<file path="src/rtl/cmd_phy_if.sv">
// Command-control <-> cmd_phy handshake bundle: command request and response return.
interface cmd_phy_if;
    // command request (command control -> cmd_phy)
    logic        iStrobe;
    logic [37:0] iCmd;
    logic        iResp_expected;
    logic        oAck;
    // response return (cmd_phy -> command control)
    logic        oStrobe_resp;
    logic [37:0] oResponse;
    logic        oCrc_err;
    logic        oTimeout;
    logic        iAck_resp;

    modport master (
        output iStrobe, iCmd, iResp_expected, iAck_resp,
        input  oAck, oStrobe_resp, oResponse, oCrc_err, oTimeout
    );

    modport slave (
        input  iStrobe, iCmd, iResp_expected, iAck_resp,
        output oAck, oStrobe_resp, oResponse, oCrc_err, oTimeout
    );
endinterface

</file>
<file path="src/rtl/cmd_phy.sv">
// SD CMD-line physical stage: frames a 38-bit command with CRC7, shifts it out
// MSB first, then optionally captures and checks a 48-bit response.
module cmd_phy #(
    parameter int unsigned NCR_MAX = 64
) (
    input  logic       iClock_host,
    input  logic       iReset,
    cmd_phy_if.slave   bus,
    output logic       oCmd_out,
    output logic       oCmd_oe,
    input  logic       iCmd_in,
    output logic       oIdle
);

    localparam int unsigned WAIT_W = (NCR_MAX > 1) ? $clog2(NCR_MAX) : 1;
    localparam logic [WAIT_W-1:0] NCR_LAST = WAIT_W'(NCR_MAX - 1);

    typedef enum logic [2:0] {
        IDLE,
        LOAD,
        SEND,
        WAIT_START,
        RECV,
        CHECK,
        DONE
    } state_t;

    state_t state, nextState;

    logic [37:0]       cmdLat;
    logic              respExp;
    logic [47:0]       frame;
    logic [5:0]        bitCnt;
    logic [WAIT_W-1:0] waitCnt;
    logic [46:0]       rx;
    logic [37:0]       resp;
    logic              crcErr;
    logic              timeout;

    // Serial CRC7 (x^7 + x^3 + 1, seed 0) over 40 bits, MSB first.
    function automatic logic [6:0] crc7(input logic [39:0] data);
        logic [6:0] c;
        logic       fb;
        c = '0;
        for (int unsigned i = 0; i < 40; i++) begin
            fb = data[39 - i] ^ c[6];
            c  = {c[5:0], 1'b0};
            if (fb) c = c ^ 7'h09;
        end
        return c;
    endfunction

    // State register.
    always_ff @(posedge iClock_host) begin
        if (iReset) state <= IDLE;
        else        state <= nextState;
    end

    // Next-state decode and state-derived outputs.
    always_comb begin
        nextState        = state;
        bus.oAck         = 1'b0;
        bus.oStrobe_resp = 1'b0;
        oCmd_oe          = 1'b0;
        oCmd_out         = 1'b1;
        oIdle            = 1'b0;
        case (state)
            IDLE: begin
                oIdle = 1'b1;
                if (bus.iStrobe) nextState = LOAD;
            end
            LOAD: begin
                bus.oAck  = 1'b1;
                nextState = SEND;
            end
            SEND: begin
                oCmd_oe  = 1'b1;
                oCmd_out = frame[47];
                if (bitCnt == '0) nextState = respExp ? WAIT_START : DONE;
            end
            WAIT_START: begin
                if (!iCmd_in)                 nextState = RECV;
                else if (waitCnt == NCR_LAST) nextState = DONE;
            end
            RECV: begin
                if (bitCnt == '0) nextState = CHECK;
            end
            CHECK: nextState = DONE;
            DONE: begin
                bus.oStrobe_resp = 1'b1;
                if (bus.iAck_resp) nextState = IDLE;
            end
            default: nextState = IDLE;
        endcase
    end

    // Datapath: command latch, frame shifter, wait counter, response capture and check.
    always_ff @(posedge iClock_host) begin
        if (iReset) begin
            cmdLat  <= '0;
            respExp <= 1'b0;
            frame   <= '1;
            bitCnt  <= '0;
            waitCnt <= '0;
            rx      <= '0;
            resp    <= '0;
            crcErr  <= 1'b0;
            timeout <= 1'b0;
        end else begin
            case (state)
                IDLE: begin
                    if (bus.iStrobe) begin
                        cmdLat  <= bus.iCmd;
                        respExp <= bus.iResp_expected;
                    end
                end
                LOAD: begin
                    frame  <= {1'b0, 1'b1, cmdLat, crc7({2'b01, cmdLat}), 1'b1};
                    bitCnt <= 6'd47;
                end
                SEND: begin
                    frame   <= {frame[46:0], 1'b1};
                    bitCnt  <= bitCnt - 1'b1;
                    waitCnt <= '0;
                    if (bitCnt == '0) begin
                        resp    <= '0;
                        crcErr  <= 1'b0;
                        timeout <= 1'b0;
                    end
                end
                WAIT_START: begin
                    waitCnt <= waitCnt + 1'b1;
                    bitCnt  <= 6'd46;
                    if (iCmd_in && waitCnt == NCR_LAST) begin
                        timeout <= 1'b1;
                        resp    <= '0;
                    end
                end
                RECV: begin
                    rx     <= {rx[45:0], iCmd_in};
                    bitCnt <= bitCnt - 1'b1;
                end
                CHECK: begin
                    // CRC is evaluated over the captured bits with the consumed
                    // start bit (always 0) re-inserted as the leading bit.
                    resp    <= rx[45:8];
                    crcErr  <= (crc7({1'b0, rx[46:8]}) != rx[7:1]) || rx[46] || !rx[0];
                    timeout <= 1'b0;
                end
                DONE: begin
                    if (bus.iAck_resp) begin
                        crcErr  <= 1'b0;
                        timeout <= 1'b0;
                    end
                end
                default: ;
            endcase
        end
    end

    assign bus.oResponse = resp;
    assign bus.oCrc_err  = crcErr;
    assign bus.oTimeout  = timeout;

endmodule

</file>
<file path="src/flat_wrapper.sv">
// flat-port wrapper written by rule: the top's interface ports become plain ports
module cmd_phy_flat 
#(
    parameter int unsigned NCR_MAX = 64
)
  (iClock_host, iReset, oCmd_out, oCmd_oe, iCmd_in, oIdle, bus_iStrobe, bus_iCmd, bus_iResp_expected, bus_iAck_resp, bus_oAck, bus_oStrobe_resp, bus_oResponse, bus_oCrc_err, bus_oTimeout);
  cmd_phy_if bus_i ();
  input  logic iClock_host;
  input  logic iReset;
  output logic oCmd_out;
  output logic oCmd_oe;
  input  logic iCmd_in;
  output logic oIdle;
  input wire logic [$bits(bus_i.iStrobe)-1:0] bus_iStrobe;
  input wire logic [$bits(bus_i.iCmd)-1:0] bus_iCmd;
  input wire logic [$bits(bus_i.iResp_expected)-1:0] bus_iResp_expected;
  input wire logic [$bits(bus_i.iAck_resp)-1:0] bus_iAck_resp;
  output wire logic [$bits(bus_i.oAck)-1:0] bus_oAck;
  output wire logic [$bits(bus_i.oStrobe_resp)-1:0] bus_oStrobe_resp;
  output wire logic [$bits(bus_i.oResponse)-1:0] bus_oResponse;
  output wire logic [$bits(bus_i.oCrc_err)-1:0] bus_oCrc_err;
  output wire logic [$bits(bus_i.oTimeout)-1:0] bus_oTimeout;
  assign bus_i.iStrobe = bus_iStrobe;
  assign bus_i.iCmd = bus_iCmd;
  assign bus_i.iResp_expected = bus_iResp_expected;
  assign bus_i.iAck_resp = bus_iAck_resp;
  assign bus_oAck = bus_i.oAck;
  assign bus_oStrobe_resp = bus_i.oStrobe_resp;
  assign bus_oResponse = bus_i.oResponse;
  assign bus_oCrc_err = bus_i.oCrc_err;
  assign bus_oTimeout = bus_i.oTimeout;
  cmd_phy #(.NCR_MAX(NCR_MAX)) u_core (.iClock_host(iClock_host), .iReset(iReset), .bus(bus_i), .oCmd_out(oCmd_out), .oCmd_oe(oCmd_oe), .iCmd_in(iCmd_in), .oIdle(oIdle));
endmodule
</file>
<file path="config.mk">
export PLATFORM = sky130hd
export DESIGN_NAME = cmd_phy_flat
export DESIGN_NICKNAME = d
export VERILOG_FILES = /design/src/rtl/cmd_phy_if.sv /design/src/rtl/cmd_phy.sv /design/src/flat_wrapper.sv
export SDC_FILE = /design/constraint.sdc
export NUM_CORES = 1
export LEC_CHECK = 0
export BUFFER_PORTS_ARGS = -buffer_cell sky130_fd_sc_hd__buf_2
export CAP_MARGIN = 25
export CORE_MARGIN = 2
export CORE_UTILIZATION = 50
export CTS_CLUSTER_DIAMETER = 100
export DETAILED_ROUTE_END_ITERATION = 8
export PLACE_DENSITY = 0.73
export SLEW_MARGIN = 10
export SYNTH_ARGS = -nofsm -noshare
export SYNTH_HDL_FRONTEND = slang
export SYNTH_SLANG_ARGS = --single-unit
export TNS_END_PERCENT = 10
</file>
<file path="constraint.sdc">
create_clock -name iClock_host -period 5.3 [get_ports iClock_host]
set_input_delay 0.265 -clock iClock_host [delete_from_list [all_inputs] [get_ports iClock_host]]
set_output_delay 0.265 -clock iClock_host [all_outputs]
set_load 0.05 [all_outputs]
</file>
Word-level counts from Yosys, hierarchy flattened:

Index checks and enable logic that the tools add are counted.

* input port bits: 44
* flip-flop bits (word level): 189
* output and inout port bits: 45
* logic and storage cells: 451

* reduce and logical (&&, ||, !) cells: 18
* mux-type cells: 255
* $add $sub $neg: 2
* bitwise operators: 152
* equality and inequality tests: 14

Operators by type and width (count)
* $mux W7: 154
* $mux W4: 77
* $not A2 Y2: 76
* $pmux W38 S3: 1
* $pmux W48 S2: 1
* $mux W38: 2
* $xor A1 B1 Y1: 76
* $mux W3: 7
* $pmux W3 S7: 1
* $pmux W6 S3: 1
* $pmux W6 S2: 1
* $eq A3 B3 Y1 const B: 3
* $reduce_bool A3 Y1: 3
* $mux W1: 8
* $ne A7 B7 Y1: 1
* $add A6 B1 Y6 const B: 1
* $eq A3 B2 Y1 const B: 2
* $eq A6 B6 Y1 const B: 1
* $logic_not A6 Y1: 1
* $ne A2 B1 Y1 const B: 3
* $reduce_and A3 Y1: 2
* $sub A6 B1 Y6 const B: 1
* $reduce_and A5 Y1: 1
* $ne A2 B2 Y1 const B: 2
* 13 further kinds: 15

Longest topological paths before layout:

Gate-level depths: netlist (run 1).

* depth in word-level cells: 159
* gate-level depth with buffers: 9

Worst setup path after synthesis (run 1):

Ideal clock, no wire load.

* path kind: register to register
* start: reg u_core.rx[45]
* end: reg u_core.crcErr, in the netlist u_core.bus.oCrc_err
* data required time: 5.175 ns
* clock period less this slack: 2.954 ns
* data arrival time: 2.829 ns
* path buffers: 0
* setup slack: 2.346 ns
* cell stages (with the launch flop): 9
* path through: dfxtp_1 -> xnor3_2 -> xnor3_2 -> xnor2_4 -> xnor3_1 -> or2_0 -> mux2_2 -> a2bb2oi_1 -> o41a_1

* longest elaborated chain between the ends: 114

RTL lines
* from (decl): RTL line cmd_phy.sv:35 `logic [46:0] rx;`
* from (signal assigned): RTL line cmd_phy.sv:140 `rx <= {rx[45:0], iCmd_in};`
* $xor A1 B1 Y1 *: RTL line cmd_phy.sv:46 `fb = data[39 - i] ^ c[6];`
* $mux W4 *: RTL line cmd_phy.sv:48 `if (fb) c = c ^ 7'h09;`
* $mux W7 *: RTL line cmd_phy.sv:110 `case (state)`
* $mux W7 *: RTL line cmd_phy.sv:99 `if (iReset) begin`
* $mux W4: RTL line cmd_phy.sv:48
* $mux W7 *: RTL line cmd_phy.sv:110
* $mux W7 *: RTL line cmd_phy.sv:99
* $mux W4: RTL line cmd_phy.sv:48
* [97 not listed]
* $mux W7 *: RTL line cmd_phy.sv:110
* $mux W7 *: RTL line cmd_phy.sv:99
* $mux W4: RTL line cmd_phy.sv:48
* $mux W7 *: RTL line cmd_phy.sv:110
* $mux W7 *: RTL line cmd_phy.sv:99
* $ne A7 B7 Y1 *: RTL line cmd_phy.sv:147 `crcErr <= (crc7({1'b0, rx[46:8]}) != rx[7:1]) || rx[46] || !rx[0];`
* $logic_or A1 B1 Y1 * (2 in series): RTL line cmd_phy.sv:147
* $pmux W1 S3 *: RTL line cmd_phy.sv:110
* to (signal assigned): RTL line cmd_phy.sv:147
* to (decl): RTL line cmd_phy.sv:37 `logic crcErr;`

Mark *: on every way between the ends. The rest lies on a longest branch, timed or not. The select of a mux whose other input is x is not followed.
A chain may end at the register's enable or synchronous reset.

Final worst setup path (run 1):

* start: reg u_core.state[1]
* end: out oCmd_oe

* longest elaborated chain between the ends: 2

RTL lines
* from (decl): RTL line cmd_phy.sv:28 `state_t state, nextState;`
* from (signal assigned): RTL line cmd_phy.sv:56 `else state <= nextState;`
* $eq A3 B2 Y1: RTL line cmd_phy.sv:67 `case (state)`
* $mux W1: RTL line cmd_phy.sv:67
* to (decl): RTL line flat_wrapper.sv:11 `output logic oCmd_oe;`

Every way passes these cells.

==> impl_metrics.tcl, run 1 <==
set metrics [dict create \
    outcome "completed" \
    rows 47 \
    seqPwrFrac_pct 31.6 \
    final_max_slew_viol_count 0 \
    dieWidth_um 134.5 \
    coreArea_um2 16640 \
    critPathKind "reg -> out" \
    tns_ns 0 \
    critPathTopFamily "buffers and inverters" \
    drive_gt1_share_pct 13.31 \
    multi_input_area_um2 4471 \
    syn_area_um2 8513 \
    cts-htree-levels 4 \
    fin_util_pct 57.92 \
    io_buffers 88 \
    clockBufferDepth 2 \
    busiest_layer "met2" \
    cp.required_ns 5.04 \
    fillCellCount 1486 \
    combPwrFrac_pct 47.9 \
    antennaDiodeCount 0 \
    ctsRootBufferMaster "clkbuf_16" \
    cts_tree "done" \
    yosysSeqAreaShare_pct 44.21 \
    place_congestion 0.8291 \
    cts_made_buffers 17 \
    drv_cap 0 \
    synthToLayoutAreaGrowth_pct 13.23 \
    grt_max_degree 111 \
    min_path_type "in -> reg" \
    power_density_nw_per_um2 634.9 \
    routed_via_density 5.444 \
    hold_slack_ns 0.06605 \
    min_period_ns 3.500 \
    synth.top_cell.area_share_pct 44.21 \
    yosysWarningCount 0 \
    worstPathCellList "clkinv_1 -> nor2_1 -> nand2_1 -> inv_1 -> buf_2" \
    rsz0062_at_grt "no" \
    skew_ns 0.01150 \
    vias 7007 \
    cts_resized 0 \
    clkTransAtPathRegs_ns 0.07 \
    cp_slowest_stage_delay_ns 0.80 \
    mostFrequentLayoutCells "273 x nand2_1, 188 x dfxtp_1, 103 x a21oi_1" \
    dp.cells 1255 \
    slew_headroom_pct 46.86 \
    cts.sinks 188 \
    use_met1_pct 28.30 \
    crit_path_top_delay_cell "dfxtp_1" \
    path_buf_inv 3 \
    drt-pass1-iter-count 5 \
    final_cells 1287 \
    final_common_cell "nand2_1" \
    wire_per_inst_um 14.83 \
    ys.flop_type "dfxtp_1" \
    ys_ff_latch 188 \
    route.detailed.drc 0 \
    met3_usage_pct 4.092 \
    fp.dieH_um 134.5 \
    start_kind "flip-flop" \
    wl_um 19090 \
    post-cts-setup-buffer-count 0 \
    p_leak_nw 3.827 \
    clock_latency_ns 0.44 \
    syn-num-nets 1054 \
    sw_frac_of_total_pct 40.41 \
    synth_cells 1007 \
    final_nets 1101 \
    p_clk_share_pct 20.4 \
    cp_data_arrival_time_ns 3.24 \
    dp_hpwl_um 12400 \
    boundaryPins 89 \
    postSynth.asyncResetShare_pct 0 \
    seq_area_um2 3764 \
    setup_viol 0 \
    drt_iter0_markers 489 \
    yosys.area.top_type "dfxtp_1" \
    timing.final.hold_violations 0 \
    switchingPower_mw 2.473 \
    cts.hold.buffers_added 0 \
    end_kind "output port" \
    grtUsageTotal_pct 21.76 \
    synth_cell_types 41 \
    start_util_pct 51.15 \
    die_area_um2 18090 \
    fin_crit_sh_pct 66.04 \
    max_freq_mhz 285.7 \
    grt.overflow.total 0 \
    internal_power_mw 3.647 \
    tightestPinTransition_ns 0.7971 \
    synth_enable_flop_cells 0 \
    avgSynthCellArea_um2 8.454 \
    cp_max_fo 24 \
    met2_usage_pct 36.54 \
    synthTopCellsByArea "dfxtp_1 44%, nand2_1 12%, xnor2_1 8.6%, a21oi_1 6.1%, a221oi_1 4.5%" \
    grt_pass1_wl_um 32040 \
    antenna_found_initial 0 \
    drtAntennaViolNets 0 \
    grt_pass1_vias 6546 \
    vdd_ir_drop_max_uv 658.5 \
    power_mw 6.120 \
]
[state kept, by name (all words and copies together) (netlist names)]
| name | flops |
|---|---|
| u_core.frame | 47 |
| u_core.bitCnt | 6 |
| u_core.bus.oResponse | 38 |
| u_core.state | 3 |
| u_core.bus.oCrc_err | 1 |
| u_core.waitCnt | 6 |
| u_core.cmdLat | 38 |
| u_core.respExp | 1 |
| u_core.bus.oTimeout | 1 |
| u_core.rx | 47 |
[final timing paths]
kind              slack (ns)                 to  cells after the start             start
hold / removal          0.07  u_core.cmdLat[16]                      3      bus_iCmd[16]
hold reg to reg         0.44   u_core.frame[36]                      2  u_core.frame[36]
setup / recovery        1.80            oCmd_oe                      5   u_core.state[1]
setup reg to reg        1.98    u_core.frame[4]                      8   u_core.state[1]
[synthesized netlist by cell type (2+ instances only)]
library cell	n
nand3_1	12
xnor3_2	4
xnor2_1	84
inv_1	6
clkbuf_1	68
xor2_1	20
and2_1	2
buf_1	2
a31oi_1	3
and3_1	3
nand2_1	273
a22oi_1	41
mux2i_1	3
dfxtp_1	188
nor3_1	14
clkinv_1	2
ha_1	3
a221oi_1	44
o21ai_0	18
nor2_1	69
o211ai_1	5
xnor3_1	15
a21oi_1	104
xnor2_2	3
nand3b_1	2
o21ai_1	4
[metal layers]
layer  up-vias  wire (µm)  share of wire, %
met5         -          0                 0
met4         0        250               1.3
met3        23        840               4.4
met2       158       9318                49
met1      3322       8682                45
li1       3504          -                 -
[final cells by class]
cell class | count | share of cell area, %
multi-input cells | 741 | 46.38
flip-flops and latches | 188 | 39.04
repair buffers | 98 | 5.413
clock buffers | 21 | 4.881
well taps | 220 | 2.856
clock inverters | 11 | 1.116
inverters | 8 | 0.3115
[worst register-to-register path, cell delays in order, from the launching register on]
cell and delay, ns:
dfxtp_1 0.80, clkinv_1 0.43, nor2_1 0.46, nand2_1 0.17, inv_1 0.54, nor2_2 0.08
buf_4 0.30, a221oi_1 0.29, o21ai_0 0.12
[logic make-up (layout without fill, tap and decap cells)]
| logic type | count (synthesis) | after routing | synth area share [%] |
|---|---|---|---|
| flops | 188 | 188 | 44.21 |
| fa+ha+maj | 3 | 3 | 0.4410 |
| mux | 4 | 4 | 0.4850 |
| buf+inv | 78 | 138 | 3.439 |
| simple gates | 379 | 379 | 17.46 |
| compound gates | 227 | 227 | 17.01 |
| xor+xnor | 128 | 128 | 16.96 |
[power by group through the flow]
stage | Sequential (mW) | Combinational (mW) | Clock, mW
2_1_floorplan | 1.86 | 2.48 | 0
3_3_place_gp | 1.95 | 2.89 | 0
3_5_place_dp | 1.96 | 2.91 | 0
4_1_cts | 1.93 | 2.95 | 1.27
5_1_grt | 1.98 | 3.25 | 1.33
6_report | 1.94 | 2.93 | 1.25
[through the flow]
stage / worst slack (ns) / cell area (µm²)
detailed placement: 2.061 / 9061
floorplan: 2.346 / 8513
finish: 1.800 / 9639
CTS: 1.882 / 9639
global placement: 2.173 / 9061
global route: 1.629 / 9639
(Power assumes the default switching activity.)
==> inputs of run 2 (changes only) <==
PLACE_DENSITY = 0.76   (was 0.73)
clock period = 2.95 ns   (was 5.3 ns; I/O delays follow)
==> impl_metrics.tcl, run 2 (same netlist as run 1, synthesis figures left out) <==
set metrics [dict create \
    outcome "completed" \
    clockBufferDepth 2 \
    max_freq_mhz 344.4 \
    dieWidth_um 134.5 \
    final_common_cell "nand2_1" \
    tightestPinTransition_ns 0.7558 \
    setup_viol 0 \
    antennaDiodeCount 0 \
    drv_cap 0 \
    wire_per_inst_um 15.21 \
    p_leak_nw 4.111 \
    dp_hpwl_um 13100 \
    drtAntennaViolNets 0 \
    wl_um 20420 \
    vias 7285 \
    switchingPower_mw 4.464 \
    fillCellCount 1356 \
    boundaryPins 89 \
    start_kind "flip-flop" \
    cp_max_fo 3 \
    cp.required_ns 3.27 \
    tns_ns 0 \
    min_path_type "in -> reg" \
    sw_frac_of_total_pct 39.69 \
    cts-htree-levels 4 \
    end_kind "flip-flop" \
    antenna_found_initial 0 \
    critPathKind "reg -> reg" \
    routed_via_density 5.424 \
    ctsRootBufferMaster "clkbuf_16" \
    synthToLayoutAreaGrowth_pct 20.43 \
    grt_pass1_vias 6875 \
    fin_util_pct 61.60 \
    place_congestion 0.8117 \
    fp.dieH_um 134.5 \
    grtUsageTotal_pct 23.10 \
    grt.overflow.total 0 \
    cts.sinks 188 \
    internal_power_mw 6.783 \
    drt_iter0_markers 497 \
    route.detailed.drc 0 \
    die_area_um2 18090 \
    clkTransAtPathRegs_ns 0.07 \
    start_util_pct 51.15 \
    final_nets 1157 \
    final_max_slew_viol_count 0 \
    coreArea_um2 16640 \
    grt_max_degree 101 \
    hold_slack_ns 0.03473 \
    drive_gt1_share_pct 14.78 \
    top_regs "u_core.frame (47), u_core.rx (47)" \
    io_buffers 88 \
    skew_ns 0.008585 \
    drt-pass1-iter-count 5 \
    min_period_ns 2.904 \
    timing.final.hold_violations 0 \
    mostFrequentLayoutCells "273 x nand2_1, 186 x dfxtp_1, 103 x a21oi_1" \
    cp_data_arrival_time_ns 3.22 \
    fin_crit_sh_pct 98.43 \
    cts_made_buffers 17 \
    rows 47 \
    p_clk_share_pct 21.4 \
    seqPwrFrac_pct 30.3 \
    cts_tree "done" \
    combPwrFrac_pct 48.4 \
    power_mw 11.25 \
    vdd_ir_drop_max_uv 1182 \
    grt_pass1_wl_um 33910 \
    power_density_nw_per_um2 1097 \
    slew_headroom_pct 49.61 \
    clock_latency_ns 0.43 \
]
-- run 2: cell count changes in the layout (fill, tap and decap cells not counted), sizes merged --
cell / before / now
clkinvlp: 1 / 4
buf: 98 / 115
clkbuf: 21 / 18
inv: 10 / 12
bufinv: 1 / 3
clkinv: 7 / 3
dlygate4sd3: 0 / 39
-- run 2: worst max-delay path: stages (launching register included) --
cell	delay [ns]
dfxtp_4	0.35
buf_4	0.13
xnor3_2	0.41
xnor3_2	0.33
xnor2_4	0.24
xnor3_1	0.35
or2_1	0.26
mux2_4	0.28
a2bb2oi_2	0.13
o41a_1	0.31
-- run 2: cell type report --
| cell class | count | area (µm²) | share of cell area [%] |
|---|---|---|---|
| Inverter | 8 | 30.03 | 0.2929 |
| Clock buffer | 18 | 439.2 | 4.284 |
| Tap cell | 220 | 275.3 | 2.685 |
| Multi-Input combinational cell | 741 | 4503 | 43.92 |
| Clock inverter | 14 | 180.2 | 1.757 |
| Sequential cell | 188 | 3769 | 36.76 |
| Timing Repair Buffer | 154 | 1056 | 10.30 |
-- run 2: timing repair --
item,in CTS,in global routing
hold buffers,39,0
endpoints found under the hold margin,39,0
endpoints found under the setup margin,1,1
pin swaps,0,4
resized for setup,1,9
buffers inserted,0,3
-- run 2: power groups by stage --
stage | clock (mW) | sequential (mW) | combinational, mW
after floorplan | 0 | 3.34 | 4.45
after global placement | 0 | 3.43 | 5.29
after global routing | 2.57 | 3.46 | 6.01
after CTS | 2.45 | 3.39 | 5.45
after detailed placement | 0 | 3.44 | 5.35
final | 2.40 | 3.40 | 5.44
-- run 2: metrics by stage --
| stage | instance area [µm²] | std cells | setup slack, ns |
|---|---|---|---|
| finish | 10250 | 1343 | 0.04625 |
| global route | 10250 | 1343 | -0.008352 |
| CTS | 10190 | 1340 | 0.004662 |
| detailed placement | 9179 | 1269 | 0.001979 |
| global placement | 9179 | 1269 | 0.1005 |
| floorplan | 8513 | 1007 | 0.1494 |
-- run 2: worst paths after layout --
| kind | to | slack, ns | depth (start not counted) | start |
|---|---|---|---|---|
| min reg2reg | u_core.frame[11] | 0.44 | 2 | u_core.frame[11] |
| max | u_core.bus.oCrc_err | 0.05 | 9 | u_core.rx[45] |
| max reg2reg | u_core.bus.oCrc_err | 0.05 | 9 | u_core.rx[45] |
| min | u_core.cmdLat[35] | 0.03 | 3 | bus_iCmd[35] |
-- run 2: routing by layer --
layer | share of wire (%) | global-route usage [%] | vias to the layer above
met5 | 0 | 0 | -
met4 | 1.5 | 6.959 | 0
met3 | 4.7 | 4.805 | 25
met2 | 49 | 38.55 | 200
met1 | 45 | 30.28 | 3438
li1 | - | - | 3622
==> inputs of run 3 (changes only) <==
CORE_ASPECT_RATIO = 0.6   (was default)
CORE_UTILIZATION = 53   (was 50)
PLACE_DENSITY = 0.8   (was 0.76)
==> impl_metrics.tcl, run 3 (same netlist as run 1, synthesis figures left out) <==
set metrics [dict create \
    worst_path_most_repeated_cell "xnor3_2" \
    dieWidth_um 167.6 \
    fin_crit_sh_pct 93.89 \
    ctsRootBufferMaster "clkbuf_16" \
    hold_start "bus_iCmd[0]" \
    outcome "completed" \
    min_path_type "in -> reg" \
    coreArea_um2 15550 \
    r2r-end "u_core.bus.oCrc_err" \
    cts_tree "done" \
    drt_iter0_markers 636 \
    final_nets 1152 \
    tns_ns 0 \
    cp_data_arrival_time_ns 3.06 \
    vdd_ir_drop_max_uv 1087 \
    skew_ns 0.01080 \
    min_to "u_core.cmdLat[0]" \
    clock_latency_ns 0.42 \
    worstReg2RegStart "u_core.rx[40]" \
    finalInstanceArea_um2 10170 \
    wl_um 21550 \
    rows 35 \
    io_buffers 88 \
    drv_cap 0 \
    max_freq_mhz 361.0 \
    end_kind "flip-flop" \
    cts.sinks 188 \
    start_util_pct 54.76 \
    boundaryPins 89 \
    grtUsageTotal_pct 25.46 \
    power_density_nw_per_um2 1106 \
    antennaDiodeCount 0 \
    worstPathCellList "xnor3_2 -> xnor3_2 -> buf_4 -> xnor3_2 -> xnor2_2 -> xnor2_1 -> nor3_1 -> a31oi_1 -> o41a_1" \
    dp_hpwl_um 13850 \
    dpl_cell_area_um2 9150 \
    rsz0062_at_grt "no" \
    setup_viol 0 \
    clockBufferDepth 2 \
    cp_max_fo 2 \
    vias 7455 \
    antenna_found_initial 0 \
    tightestPinTransition_ns 0.6492 \
    clkTransAtPathRegs_ns 0.07 \
    mostFrequentLayoutCells "273 x nand2_1, 184 x dfxtp_1, 103 x a21oi_1" \
    grt.overflow.total 0 \
    grt_pass1_vias 6828 \
    slew_headroom_pct 56.26 \
    drive_gt1_share_pct 14.61 \
    final_max_slew_viol_count 0 \
    final_common_cell "nand2_1" \
    routed_via_density 5.652 \
    r2r_slack_ns 0.18 \
    timing.final.hold_violations 0 \
    worst_r2r_path_depth 9 \
    cp.required_ns 3.24 \
    critPathKind "reg -> reg" \
    fp.dieH_um 102.2 \
    cts-htree-levels 4 \
    die_area_um2 17130 \
    whs_path_depth 3 \
    synthToLayoutAreaGrowth_pct 19.42 \
    grt_pass1_wl_um 34910 \
    cts_made_buffers 17 \
    crit_path_top_delay_cell "xnor3_2" \
    route.detailed.drc 0 \
    start_kind "flip-flop" \
    drt-pass1-iter-count 5 \
    place_congestion 0.8860 \
    min_period_ns 2.770 \
    wire_per_inst_um 16.33 \
    drtAntennaViolNets 0 \
    top_regs "u_core.frame (47), u_core.rx (47)" \
    grt_max_degree 83 \
    cp_slowest_stage_delay_ns 0.46 \
    p_leak_nw 4.063 \
]
run 3: cell count changes in the layout (fill, tap and decap cells not counted), sizes merged:
cell	previous run	this run
clkinv	3	4
clkinvlp	4	2
inv	12	11
buf	115	112
dlygate4sd3	39	37
run 3: area by class of cell:
cell class	count	area (µm²)
fillers	1273	5380
multi-input cells	741	4506
flip-flops and latches	188	3769
repair buffers	149	1010
clock buffers	18	439.2
well taps	203	254.0
clock inverters	12	158.9
inverters	8	30.03
run 3: power by group:
part | switching [mW] | internal (mW)
logic | 3.09 | 2.36
clock network | 0.997 | 1.36
registers | 0.407 | 3.03
total | 4.50 | 6.75
run 3: what timing repair did:
action                     4_1_cts  5_1_grt
setup endpoints to repair        1        1
gates resized for setup          1        9
pin swaps                        0       14
hold endpoints to repair        37        0
setup buffers                    0        1
hold buffers                    37        0
run 3: stage by stage:
step | hold WS [ns] | power, mW | util [%] | setup slack [ns] | instances
6_report | 0.008466 | 11.24 | 65.39 | 0.1801 | 1319
5_1_grt | 0.01952 | 12.01 | 65.39 | 0.04900 | 1319
4_1_cts | 0.0009610 | 11.23 | 65.13 | 0.03137 | 1318
3_5_place_dp | 0.3934 | 8.805 | 58.86 | 0.01259 | 1251
3_3_place_gp | 0.3900 | 8.657 | 58.86 | 0.1409 | 1251
2_1_floorplan | 0.2835 | 7.791 | - | 0.1494 | 1007
run 3: worst max path at each step:
stage,start,end,slack [ns],cells past startpoint
after CTS,u_core.rx[30],u_core.bus.oCrc_err,0.03,8
after global placement,u_core.rx[45],u_core.bus.oCrc_err,0.14,9
after detailed placement,u_core.rx[45],u_core.bus.oCrc_err,0.01,9
final,u_core.rx[40],u_core.bus.oCrc_err,0.18,9
after floorplan,u_core.rx[45],u_core.bus.oCrc_err,0.15,8
after global routing,u_core.cmdLat[32],u_core.frame[2],0.05,8
run 3: critical path: cells and delay by family (launching register included):
kind / cells / cell delay (ns)
XOR/XNOR: 5 / 1.48
AO/OA/AOI/OAI: 2 / 0.50
flip-flops: 1 / 0.33
AND/OR/NAND/NOR: 1 / 0.19
buffers and inverters: 1 / 0.16
run 3: routing by layer:
layer	up-vias	GRT usage [%]	share of wire [%]
li1	3609	-	-
met1	3562	39.57	51
met2	263	35.68	41
met3	21	5.190	6.9
met4	0	6.622	1.1
met5	-	0	0
